File: src/rtl/video_scan_doubler.sv
// video_scan_doubler
//   Splits a composite-style sync/pixel pair into separate active-low hsync and
//   vsync, buffers each input line in a ping-pong 1-bit line store and replays
//   it twice per input line on a free-standing output horizontal timebase.
//   Optional feature macro: SCANDOUBLER_SCANLINES_EN -- when defined the second
//   repetition of every line is blanked (scanline look); sync timing unchanged.
module video_scan_doubler #(
  parameter int LINE_PIXELS   = 256,
  parameter int SAMPLE_DIV    = 2,
  parameter int H_SKIP        = 32,
  parameter int SYNC_MIN      = 8,
  parameter int VSYNC_MIN     = 200,
  parameter int OUT_H_TOTAL   = 400,
  parameter int OUT_HSYNC_LEN = 48,
  parameter int OUT_H_START   = 96
) (
  input  logic clk,
  input  logic reset,
  input  logic videoSync,
  input  logic videoPixel,
  output logic hsyncN,
  output logic vsyncN,
  output logic pixelOut,
  output logic lineStart
);

  localparam int LW = $clog2(VSYNC_MIN + 1);
  localparam int AW = $clog2(LINE_PIXELS);
  localparam int CW = $clog2(LINE_PIXELS + 1);
  localparam int WW = $clog2(H_SKIP + SAMPLE_DIV);
  localparam int HW = $clog2(OUT_H_TOTAL + 2);
  localparam int VW = $clog2(2 * OUT_H_TOTAL + 2);

  localparam logic [LW-1:0] LOW_SAT   = LW'(VSYNC_MIN);
  localparam logic [HW-1:0] H_LAST    = HW'(OUT_H_TOTAL - 1);
  localparam logic [HW-1:0] HS_LAST   = HW'(OUT_HSYNC_LEN);
  localparam logic [HW-1:0] PIX_FIRST = HW'(OUT_H_START + 1);
  localparam logic [HW-1:0] PIX_END   = HW'(OUT_H_START + 1 + LINE_PIXELS);
  // One clock of headroom so vsync goes low on the cycle after the edge.
  localparam logic [VW-1:0] VS_LOAD   = VW'(2 * OUT_H_TOTAL + 1);
  localparam logic [VW-1:0] VS_LOW    = VW'(2 * OUT_H_TOTAL);

  // ---------------------------------------------------------------- classifier
  logic [LW-1:0] low_cnt_q;
  logic          hline;
  logic          vline;

  assign hline = videoSync && (low_cnt_q >= LW'(SYNC_MIN)) && (low_cnt_q < LOW_SAT);
  assign vline = videoSync && (low_cnt_q == LOW_SAT);

  // Count consecutive low clocks of videoSync, saturating at the vertical threshold.
  // NOTE: sequential state is always assigned with <= so every flop samples pre-edge values.
  always_ff @(posedge clk) begin
    if (reset)                    low_cnt_q <= '0;
    else if (videoSync)           low_cnt_q <= '0;
    else if (low_cnt_q != LOW_SAT) low_cnt_q <= low_cnt_q + 1'b1;
  end

  // ------------------------------------------------------ sampler / line banks
  logic          wr_bank_q;
  logic [CW-1:0] wr_cnt_q;
  logic [CW-1:0] rd_cnt_q [2];
  logic          samp_run_q;
  logic [WW-1:0] wait_q;
  logic [AW-1:0] k_q;
  logic          samp_slot;
  logic          rd_bank;

  assign samp_slot = samp_run_q && (wait_q == '0) && !hline && !vline;
  assign rd_bank   = ~wr_bank_q;

  // Bank swap on line start, sample scheduling and write-count tracking.
  always_ff @(posedge clk) begin
    if (reset) begin
      wr_bank_q   <= 1'b0;
      wr_cnt_q    <= '0;
      rd_cnt_q[0] <= '0;
      rd_cnt_q[1] <= '0;
      samp_run_q  <= 1'b0;
      wait_q      <= '0;
      k_q         <= '0;
    end else if (hline) begin
      wr_bank_q           <= ~wr_bank_q;
      rd_cnt_q[wr_bank_q] <= wr_cnt_q;
      wr_cnt_q            <= '0;
      samp_run_q          <= 1'b1;
      wait_q              <= WW'(H_SKIP - 1);
      k_q                 <= '0;
    end else if (vline) begin
      wr_cnt_q   <= '0;
      samp_run_q <= 1'b0;
    end else if (samp_run_q) begin
      if (wait_q == '0) begin
        // A slot that lands while sync is low is skipped but the schedule runs on.
        if (videoSync) wr_cnt_q <= wr_cnt_q + 1'b1;
        k_q    <= k_q + 1'b1;
        wait_q <= WW'(SAMPLE_DIV - 1);
        if (k_q == AW'(LINE_PIXELS - 1)) samp_run_q <= 1'b0;
      end else begin
        wait_q <= wait_q - 1'b1;
      end
    end
  end

  logic [LINE_PIXELS-1:0] mem_q [2];

  // Line store write port; read and write banks are always different.
  // NOTE: the line store has no reset; per-bank read counts keep stale bits off screen.
  always_ff @(posedge clk) begin
    if (!reset && samp_slot && videoSync) mem_q[wr_bank_q][k_q] <= videoPixel;
  end

  // ------------------------------------------------------- output generator
  logic          gen_act_q, gen_act_d;
  logic          gen_rep_q, gen_rep_d;
  logic [HW-1:0] hcnt_q, hcnt_d;
  logic [VW-1:0] vs_cnt_q, vs_cnt_d;

  // Next horizontal position: restart on line start, idle after the second repetition.
  // NOTE: every always_comb output gets a default first, so no latch can be inferred.
  always_comb begin
    gen_act_d = gen_act_q;
    gen_rep_d = gen_rep_q;
    hcnt_d    = hcnt_q;
    vs_cnt_d  = vs_cnt_q;
    if (hline) begin
      gen_act_d = 1'b1;
      gen_rep_d = 1'b0;
      hcnt_d    = '0;
    end else if (gen_act_q) begin
      if (hcnt_q == H_LAST) begin
        hcnt_d = '0;
        if (gen_rep_q) gen_act_d = 1'b0;
        else           gen_rep_d = 1'b1;
      end else begin
        hcnt_d = hcnt_q + 1'b1;
      end
    end
    if (vline)                vs_cnt_d = VS_LOAD;
    else if (vs_cnt_q != '0)  vs_cnt_d = vs_cnt_q - 1'b1;
  end

  logic          pix_win;
  logic          pix_show;
  logic [AW-1:0] pix_idx;
  logic          pix_lit;

  assign pix_win = gen_act_d && (hcnt_d >= PIX_FIRST) && (hcnt_d < PIX_END);
  assign pix_idx = AW'(hcnt_d - PIX_FIRST);
  // Indices at or past the captured count read as black.
  assign pix_lit = mem_q[rd_bank][pix_idx] && (CW'(pix_idx) < rd_cnt_q[rd_bank]);

`ifdef SCANDOUBLER_SCANLINES_EN
  assign pix_show = pix_win && !gen_rep_d;
`else
  assign pix_show = pix_win;
`endif

  logic hsync_n_q, vsync_n_q, pixel_q, line_start_q;

  // Register timebase state and all outputs from the next-state values.
  always_ff @(posedge clk) begin
    if (reset) begin
      gen_act_q    <= 1'b0;
      gen_rep_q    <= 1'b0;
      hcnt_q       <= '0;
      vs_cnt_q     <= '0;
      hsync_n_q    <= 1'b1;
      vsync_n_q    <= 1'b1;
      pixel_q      <= 1'b0;
      line_start_q <= 1'b0;
    end else begin
      gen_act_q    <= gen_act_d;
      gen_rep_q    <= gen_rep_d;
      hcnt_q       <= hcnt_d;
      vs_cnt_q     <= vs_cnt_d;
      hsync_n_q    <= !(gen_act_d && (hcnt_d != '0) && (hcnt_d <= HS_LAST));
      vsync_n_q    <= !((vs_cnt_d != '0) && (vs_cnt_d <= VS_LOW));
      pixel_q      <= pix_show && pix_lit;
      line_start_q <= hline;
    end
  end

  assign hsyncN    = hsync_n_q;
  assign vsyncN    = vsync_n_q;
  assign pixelOut  = pixel_q;
  assign lineStart = line_start_q;

endmodule
File: config.mk
export PLATFORM = sky130hd
export DESIGN_NAME = video_scan_doubler
export DESIGN_NICKNAME = d
export VERILOG_FILES = /design/src/rtl/video_scan_doubler.sv
export SDC_FILE = /design/constraint.sdc
export NUM_CORES = 1
export LEC_CHECK = 0
export ABC_AREA = 1
export CORE_UTILIZATION = 35
export DETAILED_ROUTE_END_ITERATION = 12
export SLEW_MARGIN = 10
export SYNTH_ARGS = -nofsm -noshare
export SYNTH_HDL_FRONTEND = slang
export SYNTH_SLANG_ARGS = --single-unit
File: constraint.sdc
create_clock -name clk -period 3.5 [get_ports clk]
set_input_delay 0.35 -clock clk [delete_from_list [all_inputs] [get_ports clk]]
set_output_delay 0.35 -clock clk [all_outputs]
set_load 0.03 [all_outputs]
After elaboration in Yosys (flattened, before gate mapping) --
Memories as Yosys holds them, arrays and structs flattened. Cells that the tools add are included.
Word-level totals: flip-flop bits (word level) 58, RAM bits 530, bits of input ports 4, output and inout bits 4, word-level logic and storage cells 108, memories kept 2
Memory list:
- mem_q | words 2, width 256, read ports 1, clocked after Yosys merged registers in 0, write ports 1, RTL line 105 | logic [LINE_PIXELS-1:0] mem_q [2];
- rd_cnt_q | words 2, width 9, read ports 1, clocked after Yosys merged registers in 0, write ports 2, RTL line 62 | logic [CW-1:0] rd_cnt_q [2];
Operators by class: add/subtract/negate cells 7, order comparisons 10, eq/ne operators 5, multiplexer cells 32, bitwise operators 2, reductions and logical operators 35
Operators with widths (number):
- $mux W256 | 1
- $mux W9 | 4
- $mux W10 | 2
- $reduce_bool A10 Y1 | 2
- $mux W1 | 19
- $add A9 B1 Y9 const B | 2
- $lt A8 B9 Y1 const B | 2
- $add A8 B1 Y8 const B | 2
- $eq A8 B8 Y1 const B | 2
- $logic_and A1 B1 Y1 | 16
- $mux W5 | 3
- $le A10 B10 Y1 const B | 1
- $sub A10 B1 Y10 const B | 1
- $eq A9 B9 Y1 const B | 1
- $ge A9 B7 Y1 const B | 1
- $le A9 B6 Y1 const B | 1
- $lt A8 B9 Y1 | 1
- $lt A9 B9 Y1 const B | 1
- $reduce_bool A9 Y1 | 1
- $reduce_or A9 Y1 | 1
- $bmux W1 S8 | 1
- $demux W1 S8 | 1
- $ge A8 B1 Y1 const B | 1
- $ge A8 B4 Y1 const B | 1
- 14 further kinds | 23

Longest topological paths before layout --
Gate-level depths: netlist (run 1).
word-level depth 10, depth in mapped cells 26, depth with buffers taken out 23

Worst setup path after synthesis (run 1) --
OpenSTA, ideal clock, no wires.
kind register -> register, start reg hcnt_q[0], end reg pixel_q, in the netlist pixelOut, library setup time 0.064 ns, data arrival time 3.285 ns, data required time 3.436 ns, setup slack 0.151 ns, cell stages (with the launch flop) 21, path buffers 2, period minus slack after synthesis 3.349 ns, path through dfxtp_1 ha_1 nand2_1 nor2_1 nand4_1 nand3_2 buf_2 buf_2 ha_1 nand2_1 xnor2_2 inv_2 ha_1 a21oi_1 o21a_1 nor2_1 a221oi_1 o41ai_1 nor2_1 nand2_1 nor2_1
Between the ends: word-level cells in the longest chain between the ends 9, elaborated cells on any way between the ends 18, those cells by class add/sub: 2; order compare: 3; eq/ne: 1; mux: 8; reduce/logical: 4
RTL lines:
- from (decl) | RTL line 116 | logic [HW-1:0] hcnt_q, hcnt_d;
- from (signal assigned) | RTL line 175 | hcnt_q <= hcnt_d;
- $add A9 B1 Y9 or $eq A9 B9 Y1 (tied branches) | RTL line 136, 131
- $mux W9 | RTL line 131 | if (hcnt_q == H_LAST) begin
- $mux W9 | RTL line 130 | end else if (gen_act_q) begin
- $mux W9 | RTL line 126 | if (hline) begin
- $sub A8 B7 Y8 | RTL line 149 | assign pix_idx = AW'(hcnt_d - PIX_FIRST);
- $bmux W1 S8 | RTL line 151 | assign pix_lit = mem_q[rd_bank][pix_idx] && (CW'(pix_idx) < rd_cnt_q[rd_bank]);
- $mux W1 (implied by the code) | RTL line 151
- $logic_and A1 B1 Y1 | RTL line 151
- $logic_and A1 B1 Y1 (*) | RTL line 179 | pixel_q <= pix_show && pix_lit;
- to (signal assigned) | RTL line 179
- to (decl) | RTL line 159 | logic hsync_n_q, vsync_n_q, pixel_q, line_start_q;
Mark *: on every way between the ends. The rest lies on a longest branch, timed or not. The select of a mux whose other input is x is not followed. A chain may end at the register's enable or synchronous reset.

Worst setup path in the final report (run 1) --
start reg hcnt_q[1], end reg pixel_q, in the netlist pixelOut
The elaborated chain is that of the path after synthesis.

==> results of run 1 <==
-- power by group --
| part | internal, mW | switching [mW] | total (mW) |
|---|---|---|---|
| registers | 7.70 | 0.0427 | 7.74 |
| logic | 0.180 | 0.410 | 0.590 |
| clock network | 3.76 | 2.76 | 6.52 |
-- layout make-up --
class	instances	area (um2)
Clock buffer	79	1660
Clock inverter	34	318
Fill cell	7969	48500
Inverter	108	413
Multi-Input combinational cell	2134	10000
Sequential cell	588	17100
Tap cell	1060	1330
Timing Repair Buffer	97	1140
-- cell usage after synthesis (2+ instances only) --
cell type	n	area, um2
nor3b_1	3	22.5
nor3_1	468	2340
o31ai_1	7	52.6
nor4_1	4	25.0
dfxtp_1	58	1160
nand3_1	297	1490
ha_1	20	250
a21oi_1	41	205
nor3_2	2	20.0
buf_2	26	130
nand4_1	81	507
buf_1	11	41.3
o41ai_1	2	17.5
inv_2	19	71.3
nand2_1	255	957
xor2_1	8	70.1
clkbuf_1	226	848
o211ai_1	15	113
nand2_2	2	12.5
nor2_1	835	3130
xnor2_1	2	17.5
a31o_2	2	17.5
o21ai_0	35	175
or2_2	2	12.5
mux2i_1	32	320
edfxtp_1	530	15900
clkinv_1	3	11.3
nand3_2	2	20.0
inv_1	86	323
xor2_2	2	32.5
a211oi_1	3	22.5
-- critical path, stage by stage, from the launching register on --
cell      delay, ns
dfxtp_1        0.35
ha_1           0.18
nand2_1        0.10
nor2_1         0.14
nand4_1        0.28
nand3_4        0.25
ha_1           0.24
nand3_1        0.11
nand2_2        0.13
inv_1          0.09
buf_12         0.18
ha_1           0.32
a21oi_1        0.14
o21a_1         0.13
nor2_1         0.04
a221oi_1       0.19
o41ai_1        0.12
nor2_1         0.09
nand2_1        0.05
nor2_1         0.08
-- state kept, by name, summed over array words and instances (netlist names) --
register	count
gen_act_q	1
gen_rep_q	1
hcnt_q	9
hsyncN	1
k_q	8
lineStart	1
low_cnt_q	8
mem_q	512
pixelOut	1
rd_cnt_q	18
samp_run_q	1
vs_cnt_q	10
vsyncN	1
wait_q	6
wr_bank_q	1
wr_cnt_q	9
-- kinds of logic (layout without fill, tap and decap cells) --
family                     count (synthesis)  count (layout)  share of synthesized area
AOI/OAI and AO/OA                        112             112                     0.0230
xor gates and xnor gates                  13              13                    0.00479
adders and majority gates                 20              20                    0.00880
buffers and inverters                    372             318                     0.0504
DFF                                      588             588                      0.600
muxes                                     32              32                     0.0113
and+or+nand+nor                         1957            1957                      0.302
-- worst paths after layout --
kind | to | startpoint
hold / removal | mem_q[1][229]$_DFFE_PP_ | videoPixel
hold reg to reg | low_cnt_q[0]$_SDFFE_PP0N_ | low_cnt_q[0]$_SDFFE_PP0N_
setup reg to reg | pixelOut$_SDFF_PP0_ | hcnt_q[1]$_SDFF_PP0_
setup / recovery | pixelOut$_SDFF_PP0_ | hcnt_q[1]$_SDFF_PP0_
-- per-stage QoR --
| step | utilization | TNS (ns) | area, um2 | worst slack [ns] | hold slack [ns] |
|---|---|---|---|---|---|
| after floorplan | - | 0 | 28500 | 0.151 | 0.417 |
| after global placement | 0.372 | 0 | 29900 | 0.0608 | 0.434 |
| after detailed placement | 0.372 | 0 | 29900 | 0.0434 | 0.445 |
| after CTS | 0.397 | 0 | 31900 | 0.0903 | 0.155 |
| after global routing | 0.397 | -0.0555 | 31900 | -0.0555 | 0.175 |
| final | 0.397 | 0 | 31900 | 0.218 | 0.173 |
-- what timing repair did --
action	CTS	global route
setup endpoints to repair	0	4
gates resized for setup	0	3
hold buffers	0	0
buffers inserted	0	2
-- metal layers --
| metal | track usage | part of all wire | vias to the layer above |
|---|---|---|---|
| met3 | 0.0263 | 0.066 | 132 |
| met4 | 0.0634 | 0.028 | 0 |
| met1 | 0.251 | 0.44 | 10500 |
| li1 | - | - | 10500 |
| met2 | 0.295 | 0.46 | 637 |
| met5 | 0 | 0 | - |
==> flow_summary.yaml, run 1 <==
status:
  status: "finished, final reports clean"
finish:
  syn_to_final_growth_pct: 12.3
  final_common_cell: "nor2_1"
  drive_above_1_share: 0.0717
  fin_nets: 3014
  fin_cells: 4100
  antennaDiodeCount: 0
  final_cell_mix: "nor2_1 (833), edfxtp_1 (530), nor3_1 (467)"
clocking:
  clkTransAtPathRegs_ns: 0.06
  cts_tree: "built"
  cts-root-buf: "clkbuf_16"
  clk_latency_ns: 0.64
  cts-htree-levels: 2
  numCtsBuffers: 61
  cts_buffer_depth: 3
  clock-sinks: 588
min_path:
  hold_depth: 1
  min-delay-path-class: "input port to flip-flop"
yosys:
  ys_ff_latch: 588
  ys.flop_type: "edfxtp_1"
  synth-seq-area-share: 0.600
  postSynthAreaPerCell_um2: 9.20
  syn_area_mm2: 0.0285
  synthCells: 3094
  async_reset_ff_frac: 0
  yosys_warnings: 0
  synth_nets: 3118
  synth_edf_count: 530
  yosys.cell_types.count: 46
route:
  ant_nets: 0
  wire_per_inst_um: 18.6
  firstDrtPassIters: 7
  wl_um: 76100
  vias_per_cell: 5.32
  drt_iter0_drc: 2094
  vias: 21800
  drcViolationCount: 0
timing:
  slew_headroom: 0.420
  clock.fmax_mhz: 305
  tightest_slew_ns: 0.869
  hold_viol_final: 0
  period_needed_ns: 3.28
  grt_setup_unrepaired: "yes"
  setup_viol: 0
  clock_skew_ns: 0.0317
  slew_viol_final: 0
  period_share: 0.938
run:
  maxCapViolCount: 0
die:
  die_h_um: 287
  die_area_mm2: 0.0824
  io_pins: 8
  die_w_um: 287
  rows: 104
  coreArea_mm2: 0.0804
  start_util: 0.354
placement:
  hpwl_um: 40800
  gp_congestion: 0.825
  dp_cells: 3985
  numPortBuffers: 7
grt:
  antenna_found_initial: 0
  grt_pass1_wl_um: 119000
  grt_pass1_vias: 20700
  track_usage: 0.183
  overflow: 0
  grt_max_degree: 144
pwr:
  p_leak_nw: 10.7
  pwr_density_cell_mw_per_mm2: 465
  ir_drop_uv: 374
  p_total_mw: 14.8
setup_path:
  crit_arrival_ns: 3.84
  crit_path_start_kind: "flip-flop"
  endpoint_kind: "flip-flop"
  reg2reg_setup_slack_ns: 0.22
  r2r_cells: 19
  required_ns: 4.05
  path_max_fanout: 21
  critical_path_class: "flip-flop to flip-flop"
Power figures use the tool's default switching activity.
==> run 2: changes to the inputs <==
==> constraint.sdc (replaced) <==
create_clock -name clk -period 3.5 [get_ports clk]
set_input_delay 0.35 -clock clk [delete_from_list [all_inputs] [get_ports clk]]
set_output_delay 0.35 -clock clk [all_outputs]
set_load 0.02 [all_outputs]
==> results of run 2 <==
The final DEF is identical to that of run 1. Status: finished, final reports clean.
Among the figures that moved: worst IR drop on VDD 374 uV -> 369 uV
==> run 3: changes to the inputs <==
--- a/config.mk
+++ b/config.mk
@@ -6,7 +6,9 @@
 export NUM_CORES = 1
 export LEC_CHECK = 0
 export ABC_AREA = 1
+export CAP_MARGIN = 20
 export CORE_UTILIZATION = 35
+export CTS_CLUSTER_SIZE = 40
 export DETAILED_ROUTE_END_ITERATION = 12
 export SLEW_MARGIN = 10
 export SYNTH_ARGS = -nofsm -noshare
==> results of run 3 <==
The final DEF is identical to that of run 1. Status: finished, final reports clean.
Among the figures that moved: worst IR drop on VDD 374 uV -> 369 uV
